===== src/rtl/regfile_write_arbiter_if.sv =====
// regfile_write_arbiter_if
// Bundles the two requester handshakes and the register-file write port.
//   a_valid/a_ready/a_addr/a_data : requester A (datapath writeback)
//   b_valid/b_ready/b_addr/b_data : requester B (loader/debug port)
//   we3/wa3/wd3                   : registered register-file write port
//   grant_b                       : source of the current write (1 = B)
//   drop_cnt                      : saturating count of writes to R0
// Modport slave is the arbiter side, master is the requester/observer side.
interface regfile_write_arbiter_if;
    logic       a_valid;
    logic       a_ready;
    logic [2:0] a_addr;
    logic [7:0] a_data;
    logic       b_valid;
    logic       b_ready;
    logic [2:0] b_addr;
    logic [7:0] b_data;
    logic       we3;
    logic [2:0] wa3;
    logic [7:0] wd3;
    logic       grant_b;
    logic [7:0] drop_cnt;

    modport slave (
        input  a_valid, a_addr, a_data,
        input  b_valid, b_addr, b_data,
        output a_ready, b_ready,
        output we3, wa3, wd3, grant_b, drop_cnt
    );

    modport master (
        output a_valid, a_addr, a_data,
        output b_valid, b_addr, b_data,
        input  a_ready, b_ready,
        input  we3, wa3, wd3, grant_b, drop_cnt
    );
endinterface


===== src/rtl/regfile_write_arbiter.sv =====
// regfile_write_arbiter
// Shares the single register-file write port between requesters A and B.
// Each requester owns a one-entry buffer; a two-way round-robin picks one
// buffered entry per cycle and drives registered we3/wa3/wd3. Entries
// addressed to R0 are consumed and counted in drop_cnt instead of issued.
// Ports:
//   clk  : single clock, all state on posedge
//   rst  : synchronous active-high reset
//   bus  : regfile_write_arbiter_if.slave (handshakes + write port)
module regfile_write_arbiter (
    input  logic                         clk,
    input  logic                         rst,
    regfile_write_arbiter_if.slave       bus
);

    function automatic logic [7:0] sat_inc(input logic [7:0] v);
        return (v == 8'hFF) ? v : v + 8'd1;
    endfunction

    logic       pend_a_q, pend_a_d;
    logic       pend_b_q, pend_b_d;
    logic [2:0] addr_a_q, addr_a_d;
    logic [2:0] addr_b_q, addr_b_d;
    logic [7:0] data_a_q, data_a_d;
    logic [7:0] data_b_q, data_b_d;
    logic       last_b_q, last_b_d;
    logic       we3_q, we3_d;
    logic [2:0] wa3_q, wa3_d;
    logic [7:0] wd3_q, wd3_d;
    logic       grant_b_q, grant_b_d;
    logic [7:0] drop_q, drop_d;

    logic       sel_a, sel_b;
    logic       acc_a, acc_b;
    logic [2:0] sel_addr;
    logic [7:0] sel_data;

    // Selection and ready depend only on state, never on the valids.
    always_comb begin
        sel_a    = pend_a_q & (~pend_b_q | last_b_q);
        sel_b    = pend_b_q & (~pend_a_q | ~last_b_q);
        sel_addr = sel_b ? addr_b_q : addr_a_q;
        sel_data = sel_b ? data_b_q : data_a_q;
        // A buffer being drained this edge can be refilled at the same edge.
        bus.a_ready = ~pend_a_q | sel_a;
        bus.b_ready = ~pend_b_q | sel_b;
        acc_a    = bus.a_valid & bus.a_ready;
        acc_b    = bus.b_valid & bus.b_ready;
    end

    always_comb begin
        pend_a_d  = pend_a_q;
        pend_b_d  = pend_b_q;
        addr_a_d  = addr_a_q;
        addr_b_d  = addr_b_q;
        data_a_d  = data_a_q;
        data_b_d  = data_b_q;
        last_b_d  = last_b_q;
        we3_d     = 1'b0;
        wa3_d     = wa3_q;
        wd3_d     = wd3_q;
        grant_b_d = grant_b_q;
        drop_d    = drop_q;

        if (acc_a) begin
            pend_a_d = 1'b1;
            addr_a_d = bus.a_addr;
            data_a_d = bus.a_data;
        end else if (sel_a) begin
            pend_a_d = 1'b0;
        end

        if (acc_b) begin
            pend_b_d = 1'b1;
            addr_b_d = bus.b_addr;
            data_b_d = bus.b_data;
        end else if (sel_b) begin
            pend_b_d = 1'b0;
        end

        // R0 drops still take their turn, so they advance last_b too.
        if (sel_a | sel_b) begin
            last_b_d = sel_b;
            if (sel_addr != 3'd0) begin
                we3_d     = 1'b1;
                wa3_d     = sel_addr;
                wd3_d     = sel_data;
                grant_b_d = sel_b;
            end else begin
                drop_d = sat_inc(drop_q);
            end
        end
    end

    always_ff @(posedge clk) begin
        if (rst) begin
            pend_a_q  <= 1'b0;
            pend_b_q  <= 1'b0;
            last_b_q  <= 1'b1;
            we3_q     <= 1'b0;
            wa3_q     <= 3'd0;
            wd3_q     <= 8'd0;
            grant_b_q <= 1'b0;
            drop_q    <= 8'd0;
        end else begin
            pend_a_q  <= pend_a_d;
            pend_b_q  <= pend_b_d;
            last_b_q  <= last_b_d;
            we3_q     <= we3_d;
            wa3_q     <= wa3_d;
            wd3_q     <= wd3_d;
            grant_b_q <= grant_b_d;
            drop_q    <= drop_d;
        end
    end

    // Buffer contents are qualified by the pend bits, so they need no reset.
    always_ff @(posedge clk) begin
        addr_a_q <= addr_a_d;
        addr_b_q <= addr_b_d;
        data_a_q <= data_a_d;
        data_b_q <= data_b_d;
    end

    assign bus.we3      = we3_q;
    assign bus.wa3      = wa3_q;
    assign bus.wd3      = wd3_q;
    assign bus.grant_b  = grant_b_q;
    assign bus.drop_cnt = drop_q;

endmodule


===== src/flat_wrapper.sv =====
// flat-port wrapper written by rule: the top's interface ports become plain ports
module regfile_write_arbiter_flat 
  (clk, rst, bus_a_valid, bus_a_addr, bus_a_data, bus_b_valid, bus_b_addr, bus_b_data, bus_a_ready, bus_b_ready, bus_we3, bus_wa3, bus_wd3, bus_grant_b, bus_drop_cnt);
  regfile_write_arbiter_if bus_i ();
  input  logic clk;
  input  logic rst;
  input wire logic [$bits(bus_i.a_valid)-1:0] bus_a_valid;
  input wire logic [$bits(bus_i.a_addr)-1:0] bus_a_addr;
  input wire logic [$bits(bus_i.a_data)-1:0] bus_a_data;
  input wire logic [$bits(bus_i.b_valid)-1:0] bus_b_valid;
  input wire logic [$bits(bus_i.b_addr)-1:0] bus_b_addr;
  input wire logic [$bits(bus_i.b_data)-1:0] bus_b_data;
  output wire logic [$bits(bus_i.a_ready)-1:0] bus_a_ready;
  output wire logic [$bits(bus_i.b_ready)-1:0] bus_b_ready;
  output wire logic [$bits(bus_i.we3)-1:0] bus_we3;
  output wire logic [$bits(bus_i.wa3)-1:0] bus_wa3;
  output wire logic [$bits(bus_i.wd3)-1:0] bus_wd3;
  output wire logic [$bits(bus_i.grant_b)-1:0] bus_grant_b;
  output wire logic [$bits(bus_i.drop_cnt)-1:0] bus_drop_cnt;
  assign bus_i.a_valid = bus_a_valid;
  assign bus_i.a_addr = bus_a_addr;
  assign bus_i.a_data = bus_a_data;
  assign bus_i.b_valid = bus_b_valid;
  assign bus_i.b_addr = bus_b_addr;
  assign bus_i.b_data = bus_b_data;
  assign bus_a_ready = bus_i.a_ready;
  assign bus_b_ready = bus_i.b_ready;
  assign bus_we3 = bus_i.we3;
  assign bus_wa3 = bus_i.wa3;
  assign bus_wd3 = bus_i.wd3;
  assign bus_grant_b = bus_i.grant_b;
  assign bus_drop_cnt = bus_i.drop_cnt;
  regfile_write_arbiter u_core (.clk(clk), .rst(rst), .bus(bus_i));
endmodule

===== config.mk =====
export PLATFORM = sky130hd
export DESIGN_NAME = regfile_write_arbiter_flat
export DESIGN_NICKNAME = d
export VERILOG_FILES = /design/src/rtl/regfile_write_arbiter_if.sv /design/src/rtl/regfile_write_arbiter.sv /design/src/flat_wrapper.sv
export SDC_FILE = /design/constraint.sdc
export NUM_CORES = 1
export LEC_CHECK = 0
export ABC_AREA = 1
export BUFFER_PORTS_ARGS = -buffer_cell sky130_fd_sc_hd__buf_2
export CAP_MARGIN = 20
export CORE_UTILIZATION = 36
export CTS_BUF_LIST = sky130_fd_sc_hd__clkbuf_8
export DETAILED_ROUTE_END_ITERATION = 7
export GPL_TIMING_DRIVEN = 1
export HOLD_SLACK_MARGIN = 0.03
export PLACE_DENSITY = 0.59
export SYNTH_ARGS = -nofsm -noshare
export SYNTH_HDL_FRONTEND = slang
export SYNTH_SLANG_ARGS = --single-unit

===== constraint.sdc =====
create_clock -name clk -period 2.13 [get_ports clk]
set_input_delay 0.1065 -clock clk [delete_from_list [all_inputs] [get_ports clk]]
set_output_delay 0.1065 -clock clk [all_outputs]
set_load 0.05 [all_outputs]

==> results.ini, run 1 <==
[run_status]
outcome=finished clean

[sta]
maxSlewViolCount=0
relSlewSlack_pct=61.0
period_needed_ns=1.78
rsz0062_at_grt=false
setup_violations=0
whs_ns=0.0579
skew_ns=0.0103
worstMarginPinSlew_ns=0.584
max_freq_ghz=0.561
post-route-period-util_pct=83.6
hold_violations=0
fin_setup_tns_ns=0

[synthesis]
synth_edf_count=22
ys.warnings.count=0
async_flop_share_pct=0
synth_nets=263
synth_compound_area_share_pct=2.60
synth_top_family_by_area=simple AND/OR/NAND/NOR gates
synth_area_per_cell_um2=8.78
synth-main-ff-cell=dfxtp_1
synth-xor-area-share_pct=0.422
synthAdderAreaFrac_pct=0.604
netlist_instances=236
synthSimpleGateAreaFrac_pct=34.1
synthMuxAreaShare_pct=0
ys_seq_elements=46
yosysUniqueCellTypes=27
syn_area_um2=2070
yosysSeqAreaShare_pct=55.0

[die]
die_y_um=77.9
die_w_um=77.9
dieArea_um2=6070
core_um2=5540
fp-row-count=27
io_pins=49
initial_core_util_pct=37.4

[global_routing]
grt-ovfl-total=0
antenna_found_initial=0
grt_max_degree=19
grt_usage_pct=15.4
grt_pass1_wl_mm=7.19
grt_pass1_vias=1618

[critical_path]
crit_required_ns=2.32
cp_max_fo=14
arrival_ns=1.97
startpoint_type=flip-flop
path_class=flip-flop to flip-flop
end_kind=flip-flop

[flow_run]
drv_cap=0

[min_path]
hold_class=input pin to flip-flop

[power]
clock_power_share_pct=27.3
p_int_w=0.00134
p_sw_share_pct=30.0
p_comb_share_pct=19.6
power.density_nw_per_um2=710
power.switching_w=0.000572
p_leak_nw=1.25
sequentialPowerShare_pct=53.2
irDropWorstVdd_mv=0.343

[routing]
post-route-drc-count=0
viasPerCell=4.44
ant_nets=0
wl_per_cell_um=11.1
wirelength_mm=4.25
drtIter0Drc=69
drt_first_pass_iters=4
routed-via-count=1696

[clocking]
clkLatencyLatePin_ns=0.30
cts_root_buf=clkbuf_8
clockBufferDepth=2
cts.sinks=46
cts_resized=0
htree_levels=2
cts_tree=done
path_clk_slew_ns=0.09
cts_buffers=5

[placed_design]
dpl.hpwl_mm=2.84
gp_congestion=0.831
port_buffers=48

[layout]
n_antenna_cell=0
drive_above_1_share_pct=22.9
nNetsFinal=336
areaGrowthSynthToFinish_pct=29.7

==> kinds of logic (layout without fill, tap and decap cells) <==
| logic type | count (synthesis) | count (layout) |
|---|---|---|
| adder cells (fa/ha/maj) | 1 | 1 |
| buffers and inverters | 36 | 110 |
| AO/OA/AOI/OAI | 8 | 8 |
| flip-flops | 46 | 46 |
| AND/OR/NAND/NOR | 144 | 144 |
| XOR/XNOR | 1 | 1 |
==> repair_timing <==
action	in CTS	in global routing
hold buffers	22	0
buffers inserted	0	0
hold endpoints to repair	22	0
==> state kept, by name, indices dropped and copies added (netlist names) <==
signal / cells
u_core.data_b_q: 8
u_core.bus.wa3: 3
u_core.bus.we3: 1
u_core.pend_b_q: 1
u_core.addr_b_q: 3
u_core.bus.wd3: 8
u_core.last_b_q: 1
u_core.addr_a_q: 3
u_core.bus.grant_b: 1
u_core.bus.drop_cnt: 8
u_core.pend_a_q: 1
u_core.data_a_q: 8
==> Yosys cell counts (all sizes together) (2+ instances only) <==
library cell	count	share of area, %
inv	29	5.5
a21oi	6	1.4
nor2	32	7.1
nand2	82	18
nand4	15	4.8
nand3b	9	3.3
edfxtp	22	32
clkinv	2	0.36
nand3	5	1.2
buf	4	1.2
dfxtp	24	23
==> final timing paths <==
check	start	end	slack (ns)	depth (start not counted)
worst max-delay path	u_core.bus.drop_cnt[0]	u_core.bus.drop_cnt[0]	0.35	8
worst min-delay path	rst	u_core.bus.wa3[2]	0.06	2
worst max register to register	u_core.bus.drop_cnt[0]	u_core.bus.drop_cnt[0]	0.35	8
worst min register to register	u_core.bus.wa3[2]	u_core.bus.wa3[2]	0.47	2
==> critical path, stage by stage (launching register included) <==
cell and delay, ns:
dfxtp_1 0.39, ha_1 0.20, nand2_1 0.07, inv_1 0.07, nand4_1 0.47, nand4_2 0.32
nand2_1 0.07, inv_1 0.05, nor2_1 0.03
==> layer usage <==
metal  vias up  wire length [um]  track usage (%)
li1        903                 -                -
met1       751              2070             18.5
met2        37              1970             26.4
met3         5               155             4.12
met4         0                55             5.56
met5         -                 0                0
==> final cells by class <==
cell class                      count  area, um^2
Clock buffer                        5        68.8
Clock inverter                      3        17.5
Fill cell                         540        2850
Inverter                           31         121
Multi-Input combinational cell    154         782
Sequential cell                    46        1140
Tap cell                           72        90.1
Timing Repair Buffer               71         468
==> layout by cell type, fill, tap and decap left out, drive strengths merged <==
cell | netlist | final
nand3b | 9 | 9
ha | 1 | 1
clkbuf | 1 | 5
clkinvlp | 0 | 1
o211ai | 1 | 1
o21ai | 1 | 1
nand3 | 5 | 5
buf | 4 | 49
dlygate4sd3 | 0 | 22
nand4 | 15 | 15
edfxtp | 22 | 22
xnor2 | 1 | 1
inv | 29 | 30
nor2 | 32 | 32
nor3 | 1 | 1
nand2 | 82 | 82
clkinv | 2 | 3
a21oi | 6 | 6
dfxtp | 24 | 24
==> power by group through the flow <==
stage | Clock [W] | Sequential [W] | Combinational (W)
floorplan | 0 | 0.00112 | 0.000169
finish | 0.000521 | 0.00101 | 0.000373
global route | 0.000576 | 0.00102 | 0.000413
detailed placement | 0 | 0.00104 | 0.000345
CTS | 0.000547 | 0.00102 | 0.000376
global placement | 0 | 0.00103 | 0.000342
==> stage by stage <==
step / instances / instance area (um^2) / utilization [%] / power (W) / worst slack, ns
2_1_floorplan: 236 / 2070 / - / 0.00129 / 0.317
3_3_place_gp: 352 / 2380 / 43.0 / 0.00138 / 0.448
3_5_place_dp: 352 / 2380 / 43.0 / 0.00138 / 0.388
4_1_cts: 382 / 2690 / 48.5 / 0.00194 / 0.372
5_1_grt: 382 / 2690 / 48.5 / 0.00201 / 0.125
6_report: 382 / 2690 / 48.5 / 0.00191 / 0.348
No activity file was read; power rests on OpenSTA's default activity.
==> inputs of run 2 (changes only) <==
==> constraint.sdc (replaced) <==
create_clock -name clk -period 1.8 [get_ports clk]
set_input_delay 0.09 -clock clk [delete_from_list [all_inputs] [get_ports clk]]
set_output_delay 0.09 -clock clk [all_outputs]
set_load 0.05 [all_outputs]
==> run 2 against run 1 <==
Net effect: cell area is 0.88% higher; critical path depth rose by 1; combinational power rose by 18%; setup slack worse by 0.14 ns; largest cell class unchanged.
==> results.ini, run 2 (synthesis results as in run 1) <==
[run_status]
outcome=finished clean

[sta]
hold_violations=0  ; unchanged
post-route-period-util_pct=88.5  ; +4.8 points
period_needed_ns=1.59  ; -0.189 ns
worstMarginPinSlew_ns=0.487  ; -0.0968 ns
whs_ns=0.0585  ; +0.000685 ns
relSlewSlack_pct=67.4  ; +6.4 points
rsz0062_at_grt=false
max_freq_ghz=0.628  ; +12%
setup_violations=0  ; unchanged
maxSlewViolCount=0  ; unchanged
skew_ns=0.00769  ; -0.00258 ns
fin_setup_tns_ns=0  ; unchanged

[routing]
wirelength_mm=4.20  ; -1.1%
drtIter0Drc=62  ; -10%
post-route-drc-count=0  ; unchanged
ant_nets=0  ; unchanged
viasPerCell=4.36  ; -1.8%
routed-via-count=1675  ; -1.2%
drt_first_pass_iters=4  ; unchanged
wl_per_cell_um=10.9  ; -1.6%

[die]
io_pins=49  ; unchanged
core_um2=5540  ; unchanged
die_w_um=77.9  ; unchanged
dieArea_um2=6070  ; unchanged
fp-row-count=27  ; unchanged
initial_core_util_pct=37.4  ; unchanged
die_y_um=77.9  ; unchanged

[clocking]
clkLatencyLatePin_ns=0.30  ; about the same
cts.sinks=46  ; unchanged
cts_tree=done
htree_levels=2  ; unchanged
post_cts_buffers=0  ; unchanged
cts_buffers=5  ; unchanged
path_clk_slew_ns=0.09  ; about the same
hold_buffers=23  ; +4.5%
cts_resized=0  ; unchanged
cts_root_buf=clkbuf_8
clockBufferDepth=2  ; unchanged

[layout]
fill_cells=550  ; +1.9%
areaGrowthSynthToFinish_pct=30.8
seq_area_um2=1140  ; +0.22%
n_antenna_cell=0  ; unchanged
mostFrequentLayoutCells=75 x nand2_1, 48 x buf_2, 29 x nor2_1
drive_above_1_share_pct=24.0  ; +1.1 points
final_common_cell=nand2_1
multi_input_area_um2=782  ; unchanged
nNetsFinal=338  ; +0.60%

[global_routing]
grt_pass1_vias=1648  ; +1.9%
grt_pass1_wl_mm=7.24  ; +0.68%
grt_max_degree=19  ; unchanged
grt-ovfl-total=0  ; unchanged
antenna_found_initial=0  ; unchanged
grt_usage_pct=15.4  ; about the same

[power]
power.density_nw_per_um2=842  ; +19%
p_leak_nw=1.25  ; +0.63%
irDropWorstVdd_mv=0.473  ; +38%
total_power_w=0.00228  ; +20%

[placed_design]
dpl.hpwl_mm=2.96  ; +4.2%
port_buffers=48  ; unchanged
gp_congestion=0.799  ; -3.9%

[critical_path]
end_kind=flip-flop
r2r.worst_path.cells=9  ; +1
arrival_ns=1.79  ; -0.18 ns
worst_path_max_delay_cell=dfxtp_1
startpoint_type=flip-flop
cp_cell_sequence=nand2_4 > nand2_2 > nand2_2 > nor2_8 > nand2_8 > nand2_8 > inv_6 > nor2_1 > nor2_1
crit_required_ns=2.00  ; -0.32 ns
cp_max_fo=17  ; +3
cpPeakStageDelay_ns=0.51  ; +0.04 ns
path_class=flip-flop to flip-flop

[min_path]
hold_class=input pin to flip-flop
hold_depth=3  ; +1

[flow_run]
drv_cap=0  ; unchanged

==> run 2: cell count changes in the layout (fill, tap and decap cells not counted) <==
cell / delta
clkinvlp_2: -1
dfxtp_2: +2
clkinvlp_4: +1
inv_1: -1
dlygate4sd3_1: +1
buf_4: +1
dfxtp_1: -2
clkinv_2: +1
==> run 2: layout make-up <==
cell class                      instances  area share [%]
Sequential cell                        46            42.2
Clock inverter                          3           0.784
Tap cell                               72            3.32
Timing Repair Buffer                   73            17.9
Inverter                               31            4.47
Multi-Input combinational cell        154            28.8
Clock buffer                            5            2.54
==> run 2: per-layer routing <==
metal  GRT usage, %  up-vias  share of wire, %  routed length, um
li1               -      906                 -                  -
met1           19.2      729                48               2000
met2           25.9       35                47               1990
met3           3.65        5               3.8                159
met4           5.56        0               1.3                 53
met5              0        -                 0                  0
==> run 2: worst max-delay path, delay by kind of cell (launching register included) <==
kind,cells,cell delay [ns]
buffers and inverters,1,0.05
AND/OR/NAND/NOR,8,0.92
flip-flops,1,0.51
==> run 2: metrics by stage <==
stage / cell area, um^2 / setup slack (ns) / utilization [%] / instances
detailed placement: 2390 / 0.200 / 43.2 / 353
finish: 2710 / 0.208 / 49.0 / 384
floorplan: 2080 / 0.118 / - / 236
global route: 2710 / 0.0288 / 49.0 / 384
CTS: 2710 / 0.191 / 49.0 / 384
global placement: 2390 / 0.245 / 43.2 / 353
==> run 2: path summary, 6_finish.rpt <==
check                            to              start  slack, ns
hold / removal      u_core.pend_b_q        bus_b_valid       0.06
setup / recovery  u_core.bus.wd3[0]    u_core.pend_b_q       0.21
hold reg to reg   u_core.bus.wa3[0]  u_core.bus.wa3[0]       0.46
setup reg to reg  u_core.bus.wd3[0]    u_core.pend_b_q       0.21
==> run 2: report_power, final <==
group	switching [W]	leakage, nW	internal [W]
clock	0.000368	0.0441	0.000273
combinational	0.000290	0.797	0.000149
sequential	0.0000368	0.413	0.00117
total	0.000694	1.25	0.00159
